===== config.mk =====
export PLATFORM = sky130hd
export DESIGN_NAME = tiny_nn_out_pack_flat
export DESIGN_NICKNAME = d
export VERILOG_FILES = /design/src/rtl/tiny_nn_pkg.sv /design/src/rtl/tiny_nn_out_pack_if.sv /design/src/rtl/tiny_nn_fifo.sv /design/src/rtl/tiny_nn_out_pack.sv /design/src/flat_wrapper.sv
export SDC_FILE = /design/constraint.sdc
export NUM_CORES = 1
export LEC_CHECK = 0
export BUFFER_PORTS_ARGS = -buffer_cell sky130_fd_sc_hd__buf_2
export CORE_MARGIN = 10
export CORE_UTILIZATION = 35
export DETAILED_ROUTE_END_ITERATION = 12
export PLACE_DENSITY = 0.49
export SLEW_MARGIN = 20
export SYNTH_ARGS = -nofsm -noshare
export SYNTH_HDL_FRONTEND = slang
export SYNTH_SLANG_ARGS = --single-unit

===== constraint.sdc =====
create_clock -name clk_i -period 4.03 [get_ports clk_i]
set_input_delay 0.6045 -clock clk_i [delete_from_list [all_inputs] [get_ports clk_i]]
set_output_delay 0.6045 -clock clk_i [all_outputs]
set_load 0.01 [all_outputs]

===== src/rtl/tiny_nn_pkg.sv =====
// tiny_nn_pkg: shared types and constants for the tiny_nn accelerator family.
// Contents:
//   fp_t          16-bit result word type
//   FPStdNaN      end-of-stream marker value
//   pack_state_e  states of the output byte packer (PkLow, PkHigh)
//   OutPackDepth  default FIFO depth of the output packer, in fp_t words
package tiny_nn_pkg;

    typedef logic [15:0] fp_t;

    localparam fp_t FPStdNaN = 16'h7E00;

    typedef enum logic {
        PkLow  = 1'b0,
        PkHigh = 1'b1
    } pack_state_e;

    localparam int OutPackDepth = 4;

endpackage


===== src/rtl/tiny_nn_out_pack_if.sv =====
// tiny_nn_out_pack_if: byte-in / word-out stream bundle of the output packer.
// Signals:
//   byte_valid_i  byte_i carries a result byte this cycle
//   byte_i        result byte from the accelerator (low byte first, then high)
//   word_valid_o  word_o holds a valid buffered word
//   word_ready_i  consumer accepts word_o this cycle
//   word_o        reassembled fp_t word {high byte, low byte}
// Modports:
//   slave   the packer side (consumes bytes, produces words)
//   master  the environment side (produces bytes, consumes words)
interface tiny_nn_out_pack_if;
    import tiny_nn_pkg::*;

    logic       byte_valid_i;
    logic [7:0] byte_i;
    logic       word_valid_o;
    logic       word_ready_i;
    fp_t        word_o;

    modport slave (
        input  byte_valid_i,
        input  byte_i,
        input  word_ready_i,
        output word_valid_o,
        output word_o
    );

    modport master (
        output byte_valid_i,
        output byte_i,
        output word_ready_i,
        input  word_valid_o,
        input  word_o
    );

endinterface


===== src/rtl/tiny_nn_fifo.sv =====
// tiny_nn_fifo: small flop-based synchronous FIFO with a fill-level output.
// Ports:
//   clk_i, rst_ni   clock, asynchronous active-low reset
//   clear_i         synchronous flush, wins over push and pop
//   push_i/wdata_i  write request and data
//   pop_i           read request (ignored while empty)
//   rdata_o         head entry, 0 while empty
//   level_o         number of stored entries, 0..Depth
//   full_o          level_o == Depth
// A push into a full FIFO is accepted only when a pop happens in the same cycle.
// Full/empty come from the level counter, so pointers simply wrap.
module tiny_nn_fifo #(
    parameter int Width = 16,
    parameter int Depth = 4,
    localparam int PtrW   = $clog2(Depth),
    localparam int LevelW = $clog2(Depth + 1)
) (
    input  logic              clk_i,
    input  logic              rst_ni,
    input  logic              clear_i,
    input  logic              push_i,
    input  logic [Width-1:0]  wdata_i,
    input  logic              pop_i,
    output logic [Width-1:0]  rdata_o,
    output logic [LevelW-1:0] level_o,
    output logic              full_o
);

    logic [Width-1:0]  mem_q [Depth];
    logic [Width-1:0]  mem_d [Depth];
    logic [PtrW-1:0]   wr_ptr_q, wr_ptr_d;
    logic [PtrW-1:0]   rd_ptr_q, rd_ptr_d;
    logic [LevelW-1:0] level_q, level_d;
    logic              empty;
    logic              do_push;
    logic              do_pop;

    assign empty   = (level_q == '0);
    assign full_o  = (level_q == LevelW'(Depth));
    assign do_pop  = pop_i && !empty;
    assign do_push = push_i && (!full_o || do_pop);

    // Next-state for storage, pointers and level; clear overrides everything.
    always_comb begin
        mem_d    = mem_q;
        wr_ptr_d = wr_ptr_q;
        rd_ptr_d = rd_ptr_q;
        level_d  = level_q;
        if (clear_i) begin
            wr_ptr_d = '0;
            rd_ptr_d = '0;
            level_d  = '0;
        end else begin
            if (do_push) begin
                mem_d[wr_ptr_q] = wdata_i;
                wr_ptr_d        = wr_ptr_q + PtrW'(1);
            end
            if (do_pop) begin
                rd_ptr_d = rd_ptr_q + PtrW'(1);
            end
            if (do_push && !do_pop) begin
                level_d = level_q + LevelW'(1);
            end else if (do_pop && !do_push) begin
                level_d = level_q - LevelW'(1);
            end
        end
    end

    always_ff @(posedge clk_i or negedge rst_ni) begin
        if (!rst_ni) begin
            for (int i = 0; i < Depth; i++) begin
                mem_q[i] <= '0;
            end
            wr_ptr_q <= '0;
            rd_ptr_q <= '0;
            level_q  <= '0;
        end else begin
            mem_q    <= mem_d;
            wr_ptr_q <= wr_ptr_d;
            rd_ptr_q <= rd_ptr_d;
            level_q  <= level_d;
        end
    end

    // Mask the head so stale storage never shows on the output when empty.
    assign rdata_o = empty ? '0 : mem_q[rd_ptr_q];
    assign level_o = level_q;

endmodule


===== src/rtl/tiny_nn_out_pack.sv =====
// tiny_nn_out_pack: reassembles the accelerator's low/high result byte stream
// into fp_t words and buffers them in a small FIFO for host readout.
// Ports:
//   clk_i, rst_ni  clock, asynchronous active-low reset
//   clear_i        synchronous flush: FIFO, held low byte and sticky flags
//   bus            tiny_nn_out_pack_if.slave (byte input, word valid/ready output)
//   level_o        words currently buffered
//   half_word_o    low byte held, waiting for its high byte
//   overflow_o     sticky: a completed word was dropped on a full FIFO
//   nan_seen_o     sticky: a completed word equalled FPStdNaN
// Build option: define TINY_NN_OUT_PACK_NAN_FLAG_EN to build the NaN detector;
// without it nan_seen_o is constant 0.
module tiny_nn_out_pack
    import tiny_nn_pkg::*;
#(
    parameter int Depth = OutPackDepth,
    localparam int LevelWidth = $clog2(Depth + 1)
) (
    input  logic                  clk_i,
    input  logic                  rst_ni,
    input  logic                  clear_i,
    tiny_nn_out_pack_if.slave     bus,
    output logic [LevelWidth-1:0] level_o,
    output logic                  half_word_o,
    output logic                  overflow_o,
    output logic                  nan_seen_o
);

    pack_state_e state_q, state_d;
    logic [7:0]  low_q, low_d;
    logic        overflow_q, overflow_d;
    logic        high_accept;
    logic        push;
    logic        pop;
    logic        fifo_full;
    fp_t         packed_word;
    fp_t         fifo_rdata;
    logic [LevelWidth-1:0] fifo_level;

    assign packed_word = {bus.byte_i, low_q};
    assign high_accept = !clear_i && bus.byte_valid_i && (state_q == PkHigh);
    assign push        = high_accept;
    assign pop         = bus.word_valid_o && bus.word_ready_i && !clear_i;

    // Packer: hold the low byte, then push {high, low} when the high byte arrives.
    // A word completing on a full FIFO without a same-cycle pop is dropped and
    // flagged, but the packer still returns to PkLow so byte alignment is kept.
    always_comb begin
        state_d    = state_q;
        low_d      = low_q;
        overflow_d = overflow_q;
        if (clear_i) begin
            state_d    = PkLow;
            overflow_d = 1'b0;
        end else if (bus.byte_valid_i) begin
            if (state_q == PkLow) begin
                low_d   = bus.byte_i;
                state_d = PkHigh;
            end else begin
                state_d = PkLow;
                if (fifo_full && !pop) begin
                    overflow_d = 1'b1;
                end
            end
        end
    end

    always_ff @(posedge clk_i or negedge rst_ni) begin
        if (!rst_ni) begin
            state_q    <= PkLow;
            low_q      <= '0;
            overflow_q <= 1'b0;
        end else begin
            state_q    <= state_d;
            low_q      <= low_d;
            overflow_q <= overflow_d;
        end
    end

    tiny_nn_fifo #(
        .Width ($bits(fp_t)),
        .Depth (Depth)
    ) u_fifo (
        .clk_i   (clk_i),
        .rst_ni  (rst_ni),
        .clear_i (clear_i),
        .push_i  (push),
        .wdata_i (packed_word),
        .pop_i   (pop),
        .rdata_o (fifo_rdata),
        .level_o (fifo_level),
        .full_o  (fifo_full)
    );

`ifdef TINY_NN_OUT_PACK_NAN_FLAG_EN
    logic nan_seen_q, nan_seen_d;

    // Any completed NaN word sets the flag, whether it was pushed or dropped.
    always_comb begin
        nan_seen_d = nan_seen_q;
        if (clear_i) begin
            nan_seen_d = 1'b0;
        end else if (high_accept && (packed_word == FPStdNaN)) begin
            nan_seen_d = 1'b1;
        end
    end

    always_ff @(posedge clk_i or negedge rst_ni) begin
        if (!rst_ni) begin
            nan_seen_q <= 1'b0;
        end else begin
            nan_seen_q <= nan_seen_d;
        end
    end

    assign nan_seen_o = nan_seen_q;
`else
    assign nan_seen_o = 1'b0;
`endif

    assign bus.word_valid_o = (fifo_level != '0);
    assign bus.word_o       = fifo_rdata;
    assign level_o          = fifo_level;
    assign half_word_o      = (state_q == PkHigh);
    assign overflow_o       = overflow_q;

endmodule


===== src/flat_wrapper.sv =====
// flat-port wrapper written by rule: the top's interface ports become plain ports
module tiny_nn_out_pack_flat import tiny_nn_pkg::*;
#(
    parameter int Depth = OutPackDepth,
    localparam int LevelWidth = $clog2(Depth + 1)
)
  (clk_i, rst_ni, clear_i, level_o, half_word_o, overflow_o, nan_seen_o, bus_byte_valid_i, bus_byte_i, bus_word_ready_i, bus_word_valid_o, bus_word_o);
  tiny_nn_out_pack_if bus_i ();
  input  logic clk_i;
  input  logic rst_ni;
  input  logic clear_i;
  output logic [LevelWidth-1:0] level_o;
  output logic half_word_o;
  output logic overflow_o;
  output logic nan_seen_o;
  input wire logic [$bits(bus_i.byte_valid_i)-1:0] bus_byte_valid_i;
  input wire logic [$bits(bus_i.byte_i)-1:0] bus_byte_i;
  input wire logic [$bits(bus_i.word_ready_i)-1:0] bus_word_ready_i;
  output wire logic [$bits(bus_i.word_valid_o)-1:0] bus_word_valid_o;
  output wire logic [$bits(bus_i.word_o)-1:0] bus_word_o;
  assign bus_i.byte_valid_i = bus_byte_valid_i;
  assign bus_i.byte_i = bus_byte_i;
  assign bus_i.word_ready_i = bus_word_ready_i;
  assign bus_word_valid_o = bus_i.word_valid_o;
  assign bus_word_o = bus_i.word_o;
  tiny_nn_out_pack #(.Depth(Depth)) u_core (.clk_i(clk_i), .rst_ni(rst_ni), .clear_i(clear_i), .bus(bus_i), .level_o(level_o), .half_word_o(half_word_o), .overflow_o(overflow_o), .nan_seen_o(nan_seen_o));
endmodule

==> summary.md, run 1 <==
| Metric | Value |
|---|---|
| Sum of overflow across all layers after global routing | 0 |
| Synthesized area divided by synthesized cell count | 15.4 um2 |
| Max-cap check violation count | 0 |
| Count of endpoints failing setup in the final report | 0 |
| Max stage delay cell, worst path | dfrtp_1 |
| Nets | 296 |
| Critical Path Sink Type | output port |
| Final WL | 7700 um |
| Clock sink count | 81 |
| Die Y | 124 um |
| Startpoint type of the worst setup path | flip-flop |
| CTS buffer count | 9 |
| Depth of the worst register-to-register path | 6 |
| Unrepaired setup endpoints after global routing | no |
| Synth top area share | 54.0% |
| Post-CTS sizing | 0 |
| CTS tree | built |
| P per Cell Area | 574 nW/um2 |
| Warning count from the yosys run | 0 |
| Core utilization of the finished layout | 40.7% |
| Worst R2R Setup Slack | 1.65 ns |
| CTS Root Cell | clkbuf_8 |
| Number of hold buffers added after CTS | 0 |
| Vias per std cell | 4.97 |
| Static Leak | 0.00202 uW |
| Instance area after placement | 4030 um2 |
| Portion of the post-synthesis area used by sequential elements | 54.0% |
| Remaining number of nets flagged by the antenna check after routing | 0 |
| Highest fanout seen on the critical path | 17 |
| Deepest clock path buffer count | 2 |
| Min-delay worst type | in -> async |
| Number of antenna violations at the first check in global routing | 0 |
| Number of DRC markers in iteration 0 | 78 |
| Total setup buffers inserted after CTS | 0 |
| Width of the die | 124 um |
| Count of pins on the block boundary | 36 |
| Req. time, crit path | 3.43 ns |
| Most common library cell in the layout ignoring fill and taps | dfrtp_1 |
| H-tree depth reported by CTS | 3 |
| Worst Tran Pin Value | 1.05 ns |
| GRT Util Overall | 10.7% |
| Clock insertion delay at the later pin of the skew report | 0.34 ns |
| Clock-pin slew on the worst setup and hold paths | 0.08 ns |
| RR Endpoint | u_core.u_fifo.level_o[2] |
| Antenna Diode Count | 0 |
| Non-filler instance count after layout | 419 |
| Total of flip-flops plus latches after synthesis | 81 |
| Per-cell routed wire length | 18.4 um |
| Post-route standard cell area excluding fillers | 4230 um2 |
| Placed cell count | 403 |
| Instance count of the mapped netlist | 243 |
| Starting utilization of the core area | 36.2% |
| Floorplan row count | 37 |
| Delay of the slowest critical-path stage | 1.04 ns |
| Max-slew violation count | 0 |
| Share of the clock period used by the worst path after layout | 68.0% |
| Post-synthesis to final-layout area growth | 12.6% |
| Leading cell types in the layout, fill and taps excluded | 81 x dfrtp_1, 72 x mux2_2, 33 x buf_2 |
| Peak clock frequency supported by timing | 365 MHz |
| Post-synth top flop | dfrtp_1 |
| Final setup TNS | 0 ns |
| Start-to-end type of the worst setup path | reg -> out |
| Worst Clk Skew | 0.0100 ns |
| Number of I/O port buffers | 34 |
| Final weighted congestion in routability-driven placement | 0.742 |
| Global-route wire length before repair | 12200 um |
| Startpoint of the worst-slack reg-to-reg timing path | u_core.u_fifo.level_o[0] |
| Number of enable flip-flop cells after synthesis | 0 |
| Placed wire-length estimate | 4750 um |
| Series of cell instances along the critical path | mux4_2 -> and2_1 -> buf_2 |
| Ratio of cells with drive above 1 in the final layout | 52.7% |
| Status | completed |
| Hold Vio Cnt, Final | 0 |
| Tightest slew margin relative to the limit | 30.1% |
| Share of flip-flops with an asynchronous set or reset | 100% |
| Die Footprint | 15300 um2 |
| IR Drop Worst-Case VDD | 0.000177 V |
| Cell accounting for the most synthesized area | dfrtp_1 |
| Fin crit period | 2.74 ns |
| Critical path data arrival time | 2.14 ns |
| First-pass iteration count of the detailed router | 4 |
| Post-synth net total | 261 |
| Count of cell types in the netlist | 33 |
| Vias | 2084 |
| Via count of the first global-routing pass | 2221 |
| Leading cell types by total area after synthesis | dfrtp_1 54%, mux2_2 22%, mux4_2 9.6% |
| Post-synthesis instance area | 3750 um2 |
| CORE AREA | 10400 um2 |
| Maximum number of pins on one net before global-route repair | 59 |
| DRC violation count after routing | 0 |
cells in the mapped netlist, types with 3 or more instances:
library cell  count
buf_2             3
mux2_1            3
dfrtp_1          81
ha_1              4
mux2_2           72
buf_6             4
and2_1           16
nor2_1            9
inv_1             4
nand2_4           4
mux4_2           16
critical path: cells and delay by family, from the launching register on:
kind	cells	cell delay, ns
buffers and inverters	1	0.14
DFF	1	1.04
muxes	1	0.43
and+or+nand+nor	1	0.18
logic make-up (layout without fill, tap and decap cells):
kind of cell	Yosys count	in the layout	synth area share, %
AOI/OAI and AO/OA	6	6	1.20
xor gates and xnor gates	3	3	0.700
adders and majority gates	5	5	1.87
buffers and inverters	16	56	2.60
DFF	81	81	54.0
muxes	91	91	32.1
other	1	1	0.0999
and+or+nand+nor	40	40	7.43
how the worst max path moves through the flow:
| stage | from | slack (ns) | endpoint | cells after the start |
|---|---|---|---|---|
| final | u_core.u_fifo.rd_ptr_q[1] | 1.29 | bus_word_o[2] | 3 |
| after global routing | u_core.u_fifo.rd_ptr_q[1] | 1.23 | bus_word_o[2] | 3 |
| after CTS | u_core.u_fifo.rd_ptr_q[1] | 1.33 | bus_word_o[2] | 3 |
| after detailed placement | bus_word_ready_i | 1.43 | u_core.u_fifo.level_o[2] | 7 |
| after global placement | bus_word_ready_i | 1.54 | u_core.u_fifo.level_o[2] | 7 |
| after floorplan | bus_word_ready_i | 1.73 | u_core.u_fifo.level_o[2] | 6 |
per-layer routing:
layer  vias up  wire, um  global-route usage, %
met3         7       260                   2.51
met1      1100      3710                   13.9
li1        945         -                      -
met2        32      3630                   16.6
met5         -         0                      0
met4         0        92                   4.80
per-stage QoR:
| stage | total power (uW) | hold WS, ns | worst slack, ns |
|---|---|---|---|
| 6_report | 2420 | 0.319 | 1.29 |
| 2_1_floorplan | 1600 | 0.309 | 1.73 |
| 3_3_place_gp | 1860 | 0.475 | 1.54 |
| 5_1_grt | 2590 | 0.377 | 1.23 |
| 3_5_place_dp | 1870 | 0.485 | 1.43 |
| 4_1_cts | 2470 | 0.351 | 1.33 |
registers in the layout (all words and copies together), names as in the netlist:
name                    cells
u_core.half_word_o          1
u_core.low_q                8
u_core.overflow_o           1
u_core.u_fifo.level_o       3
u_core.u_fifo.mem_q        64
u_core.u_fifo.rd_ptr_q      2
u_core.u_fifo.wr_ptr_q      2
report_power, final:
group          leakage, uW  switching, uW  internal (uW)
Clock            0.0000953            292            302
Sequential         0.00107            117            972
Combinational     0.000860            338            402
Total              0.00202            748           1680
cell type report:
type | instances | area, um2
multi-input combinational | 146 | 1630
inverter | 4 | 15.0
sequential | 81 | 2030
tap | 136 | 170
clock inverter | 5 | 55.1
clock buffer | 11 | 141
timing repair buffer | 36 | 188
fill | 983 | 6140
Note: power is estimated with default switching activity, not from simulation.
==> inputs of run 2 (changes only) <==
--- a/config.mk
+++ b/config.mk
@@ -5,6 +5,7 @@
 export SDC_FILE = /design/constraint.sdc
 export NUM_CORES = 1
 export LEC_CHECK = 0
+export ABC_AREA = 1
 export BUFFER_PORTS_ARGS = -buffer_cell sky130_fd_sc_hd__buf_2
 export CORE_MARGIN = 10
 export CORE_UTILIZATION = 35
==> constraint.sdc (replaced) <==
create_clock -name clk_i -period 2.8 [get_ports clk_i]
set_input_delay 0.42 -clock clk_i [delete_from_list [all_inputs] [get_ports clk_i]]
set_output_delay 0.42 -clock clk_i [all_outputs]
set_load 0.01 [all_outputs]
==> summary.md, run 2 <==
| Metric | Value |
|---|---|
| Status | completed (unchanged) |
| Post-synthesis xor/xnor area fraction | 0% (was 0.700%) |
| Post-synthesis instance area | 4000 um2 (was 3750 um2) |
| Clock sink count | 81 (unchanged) |
| Most used standard cells in the synthesized netlist | 106 x nand2_1, 86 x o21ai_0, 81 x dfrtp_1 (was 81 x dfrtp_1, 72 x mux2_2, 16 x and2_1, 16 x mux4_2, 9 x nor2_1) |
| Final WL | 9700 um (was 7700 um) |
| Switch Pwr | 1220 uW (was 748 uW) |
| Req. time, crit path | 2.38 ns (was 3.43 ns) |
| Portion of the post-synthesis area used by sequential elements | 50.7% (was 54.0%) |
| Instance count of the mapped netlist | 462 (was 243) |
| CTS buffer count | 9 (unchanged) |
| Static Leak | 0.00228 uW (was 0.00202 uW) |
| Flip-flop count of the largest register, all copies and words added | 64 (unchanged) |
| Count of endpoints failing setup in the final report | 0 (unchanged) |
| Die Footprint | 16100 um2 (was 15300 um2) |
| Total chip power | 3730 uW (was 2420 uW) |
| Adder-cell share of the synthesized area | 1.75% (was 1.87%) |
| Worst Tran Pin Value | 0.637 ns (was 1.05 ns) |
| Most common library cell in the layout ignoring fill and taps | nand2_1 (was dfrtp_1) |
| Multi-input gate area in the final layout | 1580 um2 (was 1630 um2) |
| Largest family of logic cells by synthesized area | compound AO/OA/AOI/OAI gates (was multiplexers) |
| CORE AREA | 11000 um2 (was 10400 um2) |
| Max-cap check violation count | 0 (unchanged) |
| Peak clock frequency supported by timing | 466 MHz |
| Warning count from the yosys run | 0 (unchanged) |
| Number of I/O port buffers | 34 (unchanged) |
| Starting utilization of the core area | 36.3% (was 36.2%) |
| Number of enable flip-flop cells after synthesis | 0 (unchanged) |
| Post-synth top flop | dfrtp_1 (unchanged) |
| Leading cell types in the layout, fill and taps excluded | 106 x nand2_1, 86 x o21ai_0, 81 x dfrtp_1 (was 81 x dfrtp_1, 72 x mux2_2, 33 x buf_2) |
| Max-slew violation count | 0 (unchanged) |
| Combinational group share of total power | 26.9% (was 30.5%) |
| Per-cell routed wire length | 15.3 um (was 18.4 um) |
| DRC violation count after routing | 0 (unchanged) |
| Floorplan row count | 38 (was 37) |
| Total of flip-flops plus latches after synthesis | 81 (unchanged) |
| Final setup TNS | 0 ns (unchanged) |
| Deepest clock path buffer count | 2 (unchanged) |
| Number of hold buffers added after CTS | 0 (unchanged) |
| First-pass iteration count of the detailed router | 4 (unchanged) |
| Sum of overflow across all layers after global routing | 0 (unchanged) |
| Width of the die | 127 um (was 124 um) |
| H-tree depth reported by CTS | 3 (unchanged) |
| CTS Root Cell | clkbuf_16 (was clkbuf_8) |
| Post-synthesis to final-layout area growth | 13.7% (was 12.6%) |
| Post-CTS sizing | 0 (unchanged) |
| Tightest slew margin relative to the limit | 57.6% (was 30.1%) |
| Multiplexer area fraction after synthesis | 0% (was 32.1%) |
| Switching part of the total power | 32.6% (was 30.9%) |
| Unrepaired setup endpoints after global routing | no (unchanged) |
| Share of flip-flops with an asynchronous set or reset | 100% (unchanged) |
| IR Drop Worst-Case VDD | 0.000498 V (was 0.000177 V) |
| Ratio of cells with drive above 1 in the final layout | 14.2% (was 52.7%) |
| Via count of the first global-routing pass | 2998 (was 2221) |
| Number of antenna violations at the first check in global routing | 0 (unchanged) |
| Post-synthesis share of cell area spent on and, or, nand and nor gates | 16.8% (was 7.43%) |
| Share of the clock period used by the worst path after layout | 76.6% |
| P per Cell Area | 819 nW/um2 (was 574 nW/um2) |
| Start-to-end type of the worst setup path | reg -> out (unchanged) |
| Critical Path Sink Type | output port (unchanged) |
| Global-route wire length before repair | 16100 um (was 12200 um) |
| Fin crit period | 2.14 ns |
| Total setup buffers inserted after CTS | 0 (unchanged) |
| Seq. cell area | 2030 um2 (unchanged) |
| CTS tree | built (unchanged) |
| Remaining number of nets flagged by the antenna check after routing | 0 (unchanged) |
| Nets | 506 (was 296) |
| Number of fillers in the final layout | 1123 (was 983) |
| Number of DRC markers in iteration 0 | 210 (was 78) |
| Complex-gate fraction of the synthesized area | 20.8% (was 1.20%) |
| Synth top area share | 50.7% (was 54.0%) |
| Startpoint type of the worst setup path | flip-flop (unchanged) |
| Maximum number of pins on one net before global-route repair | 48 (was 59) |
| Placed wire-length estimate | 6340 um (was 4750 um) |
| Leading cell types by total area after synthesis | dfrtp_1 51%, o21ai_0 11%, nand2_1 9.9% (was dfrtp_1 54%, mux2_2 22%, mux4_2 9.6%) |
| Cell accounting for the most synthesized area | dfrtp_1 (unchanged) |
| Count of cell types in the netlist | 28 (was 33) |
| GRT Util Overall | 12.4% (was 10.7%) |
| Count of pins on the block boundary | 36 (unchanged) |
| Vias | 3006 (was 2084) |
| Die Y | 127 um (was 124 um) |
| Synthesized area divided by synthesized cell count | 8.66 um2 (was 15.4 um2) |
| Vias per std cell | 4.75 (was 4.97) |
| Min-delay worst type | in -> async (unchanged) |
| Clock insertion delay at the later pin of the skew report | 0.33 ns (was 0.34 ns) |
| Final weighted congestion in routability-driven placement | 0.807 (was 0.742) |
| Top reg by flops | u_core.u_fifo.mem_q (unchanged) |
| Part of the power in the clock network | 33.4% (was 24.5%) |
| Internal power component | 2510 uW (was 1680 uW) |
| Hold Vio Cnt, Final | 0 (unchanged) |
| Worst Clk Skew | 0.00608 ns (was 0.0100 ns) |
| Flop pwr share | 39.7% (was 45.0%) |
| Highest fanout seen on the critical path | 18 (was 17) |
| Antenna Diode Count | 0 (unchanged) |
| Post-synth net total | 480 (was 261) |
| Clock-pin slew on the worst setup and hold paths | 0.06 ns (was 0.08 ns) |
| Critical path data arrival time | 1.72 ns (was 2.14 ns) |
| Cell with the most instances after synthesis | nand2_1 (was dfrtp_1) |
-- run 2: per-stage QoR --
stage,utilization [%],area [um2],setup slack (ns),hold WS [ns],std cells
final,41.2,4550,0.655,0.106,633
after global routing,41.2,4550,0.514,0.158,633
after CTS,41.2,4550,0.622,0.135,633
after detailed placement,38.4,4240,0.876,0.477,617
after global placement,38.4,4240,0.905,0.469,617
after floorplan,-,4000,0.883,0.124,462
-- run 2: cells by family after synthesis --
family                     after synthesis
AOI/OAI and AO/OA                      158
adders and majority gates                5
buffers and inverters                   81
DFF                                     81
other                                    1
and+or+nand+nor                        136
-- run 2: worst paths after layout --
kind	start	to	slack [ns]	cells past startpoint
worst min-delay path	rst_ni	u_core.u_fifo.mem_q[56]	0.11	1
worst min register to register	u_core.u_fifo.mem_q[63]	u_core.u_fifo.mem_q[63]	0.48	1
max in group asynchronous	rst_ni	u_core.u_fifo.mem_q[12]	2.07	2
worst max register to register	u_core.u_fifo.level_o[1]	u_core.u_fifo.level_o[1]	0.85	8
worst max-delay path	u_core.u_fifo.rd_ptr_q[0]	bus_word_o[8]	0.66	5
min in group clk_i	bus_byte_i[4]	u_core.u_fifo.mem_q[44]	0.32	3
-- run 2: power by group through the flow --
stage / clock (uW) / sequential [uW] / combinational [uW]
3_5_place_dp: 0 / 1500 / 1030
4_1_cts: 1280 / 1480 / 1030
6_report: 1250 / 1480 / 1000
3_3_place_gp: 0 / 1490 / 1020
2_1_floorplan: 0 / 1480 / 645
5_1_grt: 1320 / 1500 / 1140
-- run 2: critical path, cell delays in order, from the launching register on --
cell and delay [ns]:
dfrtp_1 0.37, inv_1 0.40, buf_12 0.21, o21ai_0 0.10
a21oi_1 0.15, buf_2 0.16
-- run 2: final cells by class --
type | instances | area share (%)
Inverter | 56 | 4.62
Multi-Input combinational cell | 300 | 34.7
Clock inverter | 5 | 1.76
Sequential cell | 81 | 44.6
Clock buffer | 11 | 5.12
Tap cell | 140 | 3.85
Timing Repair Buffer | 40 | 5.34
-- run 2: per-layer routing --
| layer | vias up | share of wire [%] | track usage [%] |
|---|---|---|---|
| li1 | 1545 | - | - |
| met1 | 1395 | 46 | 15.9 |
| met2 | 60 | 49 | 20.5 |
| met3 | 6 | 5.1 | 2.87 |
| met4 | 0 | 0.56 | 2.88 |
| met5 | - | 0 | 0 |
==> inputs of run 3 (changes only) <==
==> constraint.sdc (replaced) <==
create_clock -name clk_i -period 2.05 [get_ports clk_i]
set_input_delay 0.3075 -clock clk_i [delete_from_list [all_inputs] [get_ports clk_i]]
set_output_delay 0.3075 -clock clk_i [all_outputs]
set_load 0.01 [all_outputs]
==> summary.md, run 3 (synthesis results as in run 2) <==
| Metric | Value |
|---|---|
| Status | completed (unchanged) |
| DRC violation count after routing | 0 (unchanged) |
| Number of antenna violations at the first check in global routing | 0 (unchanged) |
| Startpoint type of the worst setup path | flip-flop (unchanged) |
| Sum of overflow across all layers after global routing | 0 (unchanged) |
| P per Cell Area | 1110 nW/um2 (was 819 nW/um2) |
| Switching part of the total power | 34.3% (was 32.6%) |
| CORE AREA | 11000 um2 (unchanged) |
| Post-synthesis to final-layout area growth | 15.2% (was 13.7%) |
| Clock-pin slew on the worst setup and hold paths | 0.06 ns (about the same) |
| Final WL | 9860 um (was 9700 um) |
| Startpoint of the worst-slack reg-to-reg timing path | u_core.u_fifo.level_o[1] (unchanged) |
| Part of the power in the clock network | 32.6% (was 33.4%) |
| Number of I/O port buffers | 34 (unchanged) |
| Post-layout worst setup margin | 0.122 ns (was 0.655 ns) |
| Hold Vio Cnt, Final | 0 (unchanged) |
| Global route hottest layer | met2 (unchanged) |
| Number of DRC markers in iteration 0 | 208 (was 210) |
| Ratio of cells with drive above 1 in the final layout | 16.5% (was 14.2%) |
| Start-to-end type of the worst setup path | reg -> out (unchanged) |
| Total chip power | 5100 uW (was 3730 uW) |
| Top reg by flops | u_core.u_fifo.mem_q (unchanged) |
| Width of the die | 127 um (unchanged) |
| Leading cell types in the layout, fill and taps excluded | 106 x nand2_1, 86 x o21ai_0, 80 x dfrtp_1 (was 106 x nand2_1, 86 x o21ai_0, 81 x dfrtp_1) |
| Series of cell instances along the critical path | buf_4 -> a21oi_1 -> o21ai_0 -> a21oi_1 -> buf_2 (was inv_1 -> buf_12 -> o21ai_0 -> a21oi_1 -> buf_2) |
| Critical Path Sink Type | output port (unchanged) |
| Global-route wire length before repair | 16700 um (was 16100 um) |
| M3 GR Usage | 2.37% (was 2.87%) |
| Nets | 515 (was 506) |
| Combinational group share of total power | 27.7% (was 26.9%) |
| Seq. cell area | 2030 um2 (about the same) |
| Most common library cell in the layout ignoring fill and taps | nand2_1 (unchanged) |
| Antenna Diode Count | 0 (unchanged) |
| Vias per std cell | 4.86 (was 4.75) |
| Min-delay worst type | in -> reg (was in -> async) |
| Fin crit period | 1.93 ns |
| Number of fillers in the final layout | 1133 (was 1123) |
| Most used cell along the critical path | a21oi_1 |
| Count of endpoints failing setup in the final report | 0 (unchanged) |
| Internal power component | 3350 uW (was 2510 uW) |
| Flop pwr share | 39.7% (about the same) |
| Static Leak | 0.00231 uW (was 0.00228 uW) |
| Switch Pwr | 1750 uW (was 1220 uW) |
| CTS buffer count | 9 (unchanged) |
| Per-cell routed wire length | 15.4 um (was 15.3 um) |
| Multi-input gate area in the final layout | 1590 um2 (was 1580 um2) |
| Final setup TNS | 0 ns (unchanged) |
| Floorplan row count | 38 (unchanged) |
| Req. time, crit path | 1.74 ns (was 2.38 ns) |
| Final weighted congestion in routability-driven placement | 0.811 (was 0.807) |
| Via count of the first global-routing pass | 3091 (was 2998) |
| Highest fanout seen on the critical path | 17 (was 18) |
| CTS tree | built (unchanged) |
| Vias | 3122 (was 3006) |
| H-tree depth reported by CTS | 3 (unchanged) |
| Count of pins on the block boundary | 36 (unchanged) |
| Clock insertion delay at the later pin of the skew report | 0.34 ns (was 0.33 ns) |
| GR Util met1 | 17.0% (was 15.9%) |
| Number of stages on the worst hold path | 3 |
| Total setup buffers inserted after CTS | 0 (unchanged) |
| Critical Path Start | u_core.u_fifo.rd_ptr_q[1] (was u_core.u_fifo.rd_ptr_q[0]) |
| Depth of the worst register-to-register path | 8 (unchanged) |
| Die Footprint | 16100 um2 (unchanged) |
| Placed wire-length estimate | 6640 um (was 6340 um) |
| Remaining number of nets flagged by the antenna check after routing | 0 (unchanged) |
| Flip-flop count of the largest register, all copies and words added | 64 (unchanged) |
| Critical path data arrival time | 1.62 ns (was 1.72 ns) |
| Delay of the slowest critical-path stage | 0.41 ns (was 0.40 ns) |
| Tightest slew margin relative to the limit | 64.5% (was 57.6%) |
| Deepest clock path buffer count | 2 (unchanged) |
| Global routing usage on met2 | 20.1% (was 20.5%) |
| Die Y | 127 um (unchanged) |
| CTS Root Cell | clkbuf_16 (unchanged) |
| Min-Delay Startpoint | bus_byte_i[6] |
| Share of the clock period used by the worst path after layout | 94.0% |
| Worst Tran Pin Value | 0.532 ns (was 0.637 ns) |
| Max-slew violation count | 0 (unchanged) |
| Maximum number of pins on one net before global-route repair | 40 (was 48) |
| Starting utilization of the core area | 36.3% (unchanged) |
| Unrepaired setup endpoints after global routing | no (unchanged) |
| Peak clock frequency supported by timing | 519 MHz |
| Max stage delay cell, worst path | dfrtp_1 (was inv_1) |
| Worst Clk Skew | 0.00678 ns (was 0.00608 ns) |
| Clock sink count | 81 (unchanged) |
| Worst setup timing slack at the placement stage | 0.226 ns (was 0.876 ns) |
| GRT Util Overall | 12.9% (was 12.4%) |
| IR Drop Worst-Case VDD | 0.000507 V (was 0.000498 V) |
| Max-cap check violation count | 0 (unchanged) |
| First-pass iteration count of the detailed router | 4 (unchanged) |
[run 3: cell count changes in the layout (fill, tap and decap cells not counted), sizes merged]
cell / previous run / this run
buf: 40 / 48
bufinv: 2 / 1
clkinvlp: 2 / 3
clkbuf: 11 / 9
dlygate4sd3: 0 / 1
inv: 55 / 57
[run 3: power groups by stage]
| stage | Combinational, uW | Clock [uW] | Sequential [uW] |
|---|---|---|---|
| 3_5_place_dp | 1430 | 0 | 2050 |
| 4_1_cts | 1440 | 1690 | 2020 |
| 6_report | 1410 | 1660 | 2030 |
| 2_1_floorplan | 881 | 0 | 2020 |
| 3_3_place_gp | 1410 | 0 | 2050 |
| 5_1_grt | 1620 | 1760 | 2060 |
[run 3: what timing repair did]
action | in CTS | in global routing
endpoints found under the hold margin | 24 | 0
resized for setup | 2 | 3
hold buffers | 1 | 0
endpoints found under the setup margin | 14 | 10
[run 3: area by class of cell]
cell class | count | area share (%)
flip-flops and latches | 81 | 44.0
multi-input cells | 300 | 34.5
repair buffers | 49 | 6.52
clock buffers | 9 | 4.89
inverters | 56 | 4.62
well taps | 140 | 3.80
clock inverters | 7 | 1.71
[run 3: worst max-delay path, delay by kind of cell (launching register included)]
kind                   cells  cell delay, ns
buffers and inverters      2            0.41
AO/OA/AOI/OAI              3            0.46
flip-flops                 1            0.41
[run 3: per-stage QoR]
stage	area (um2)	util, %	hold WS, ns	cells
floorplan	4000	-	0.0119	462
global placement	4280	38.8	0.251	625
detailed placement	4280	38.8	0.252	625
CTS	4600	41.7	0.202	642
global route	4610	41.8	0.213	642
finish	4610	41.8	0.208	642
[run 3: final timing paths]
| path | endpoint | slack [ns] |
|---|---|---|
| setup / recovery | bus_word_o[15] | 0.12 |
| hold / removal | u_core.u_fifo.mem_q[30] | 0.21 |
| setup reg to reg | u_core.u_fifo.level_o[1] | 0.21 |
| hold reg to reg | u_core.u_fifo.mem_q[63] | 0.49 |
| max in group asynchronous | u_core.u_fifo.mem_q[18] | 1.02 |
| min in group asynchronous | u_core.u_fifo.mem_q[56] | 0.42 |
[run 3: metal layers]
layer / wire [um] / share of wire (%)
met1: 4680 / 47
met2: 4570 / 46
met3: 451 / 4.6
met4: 165 / 1.7
met5: 0 / 0
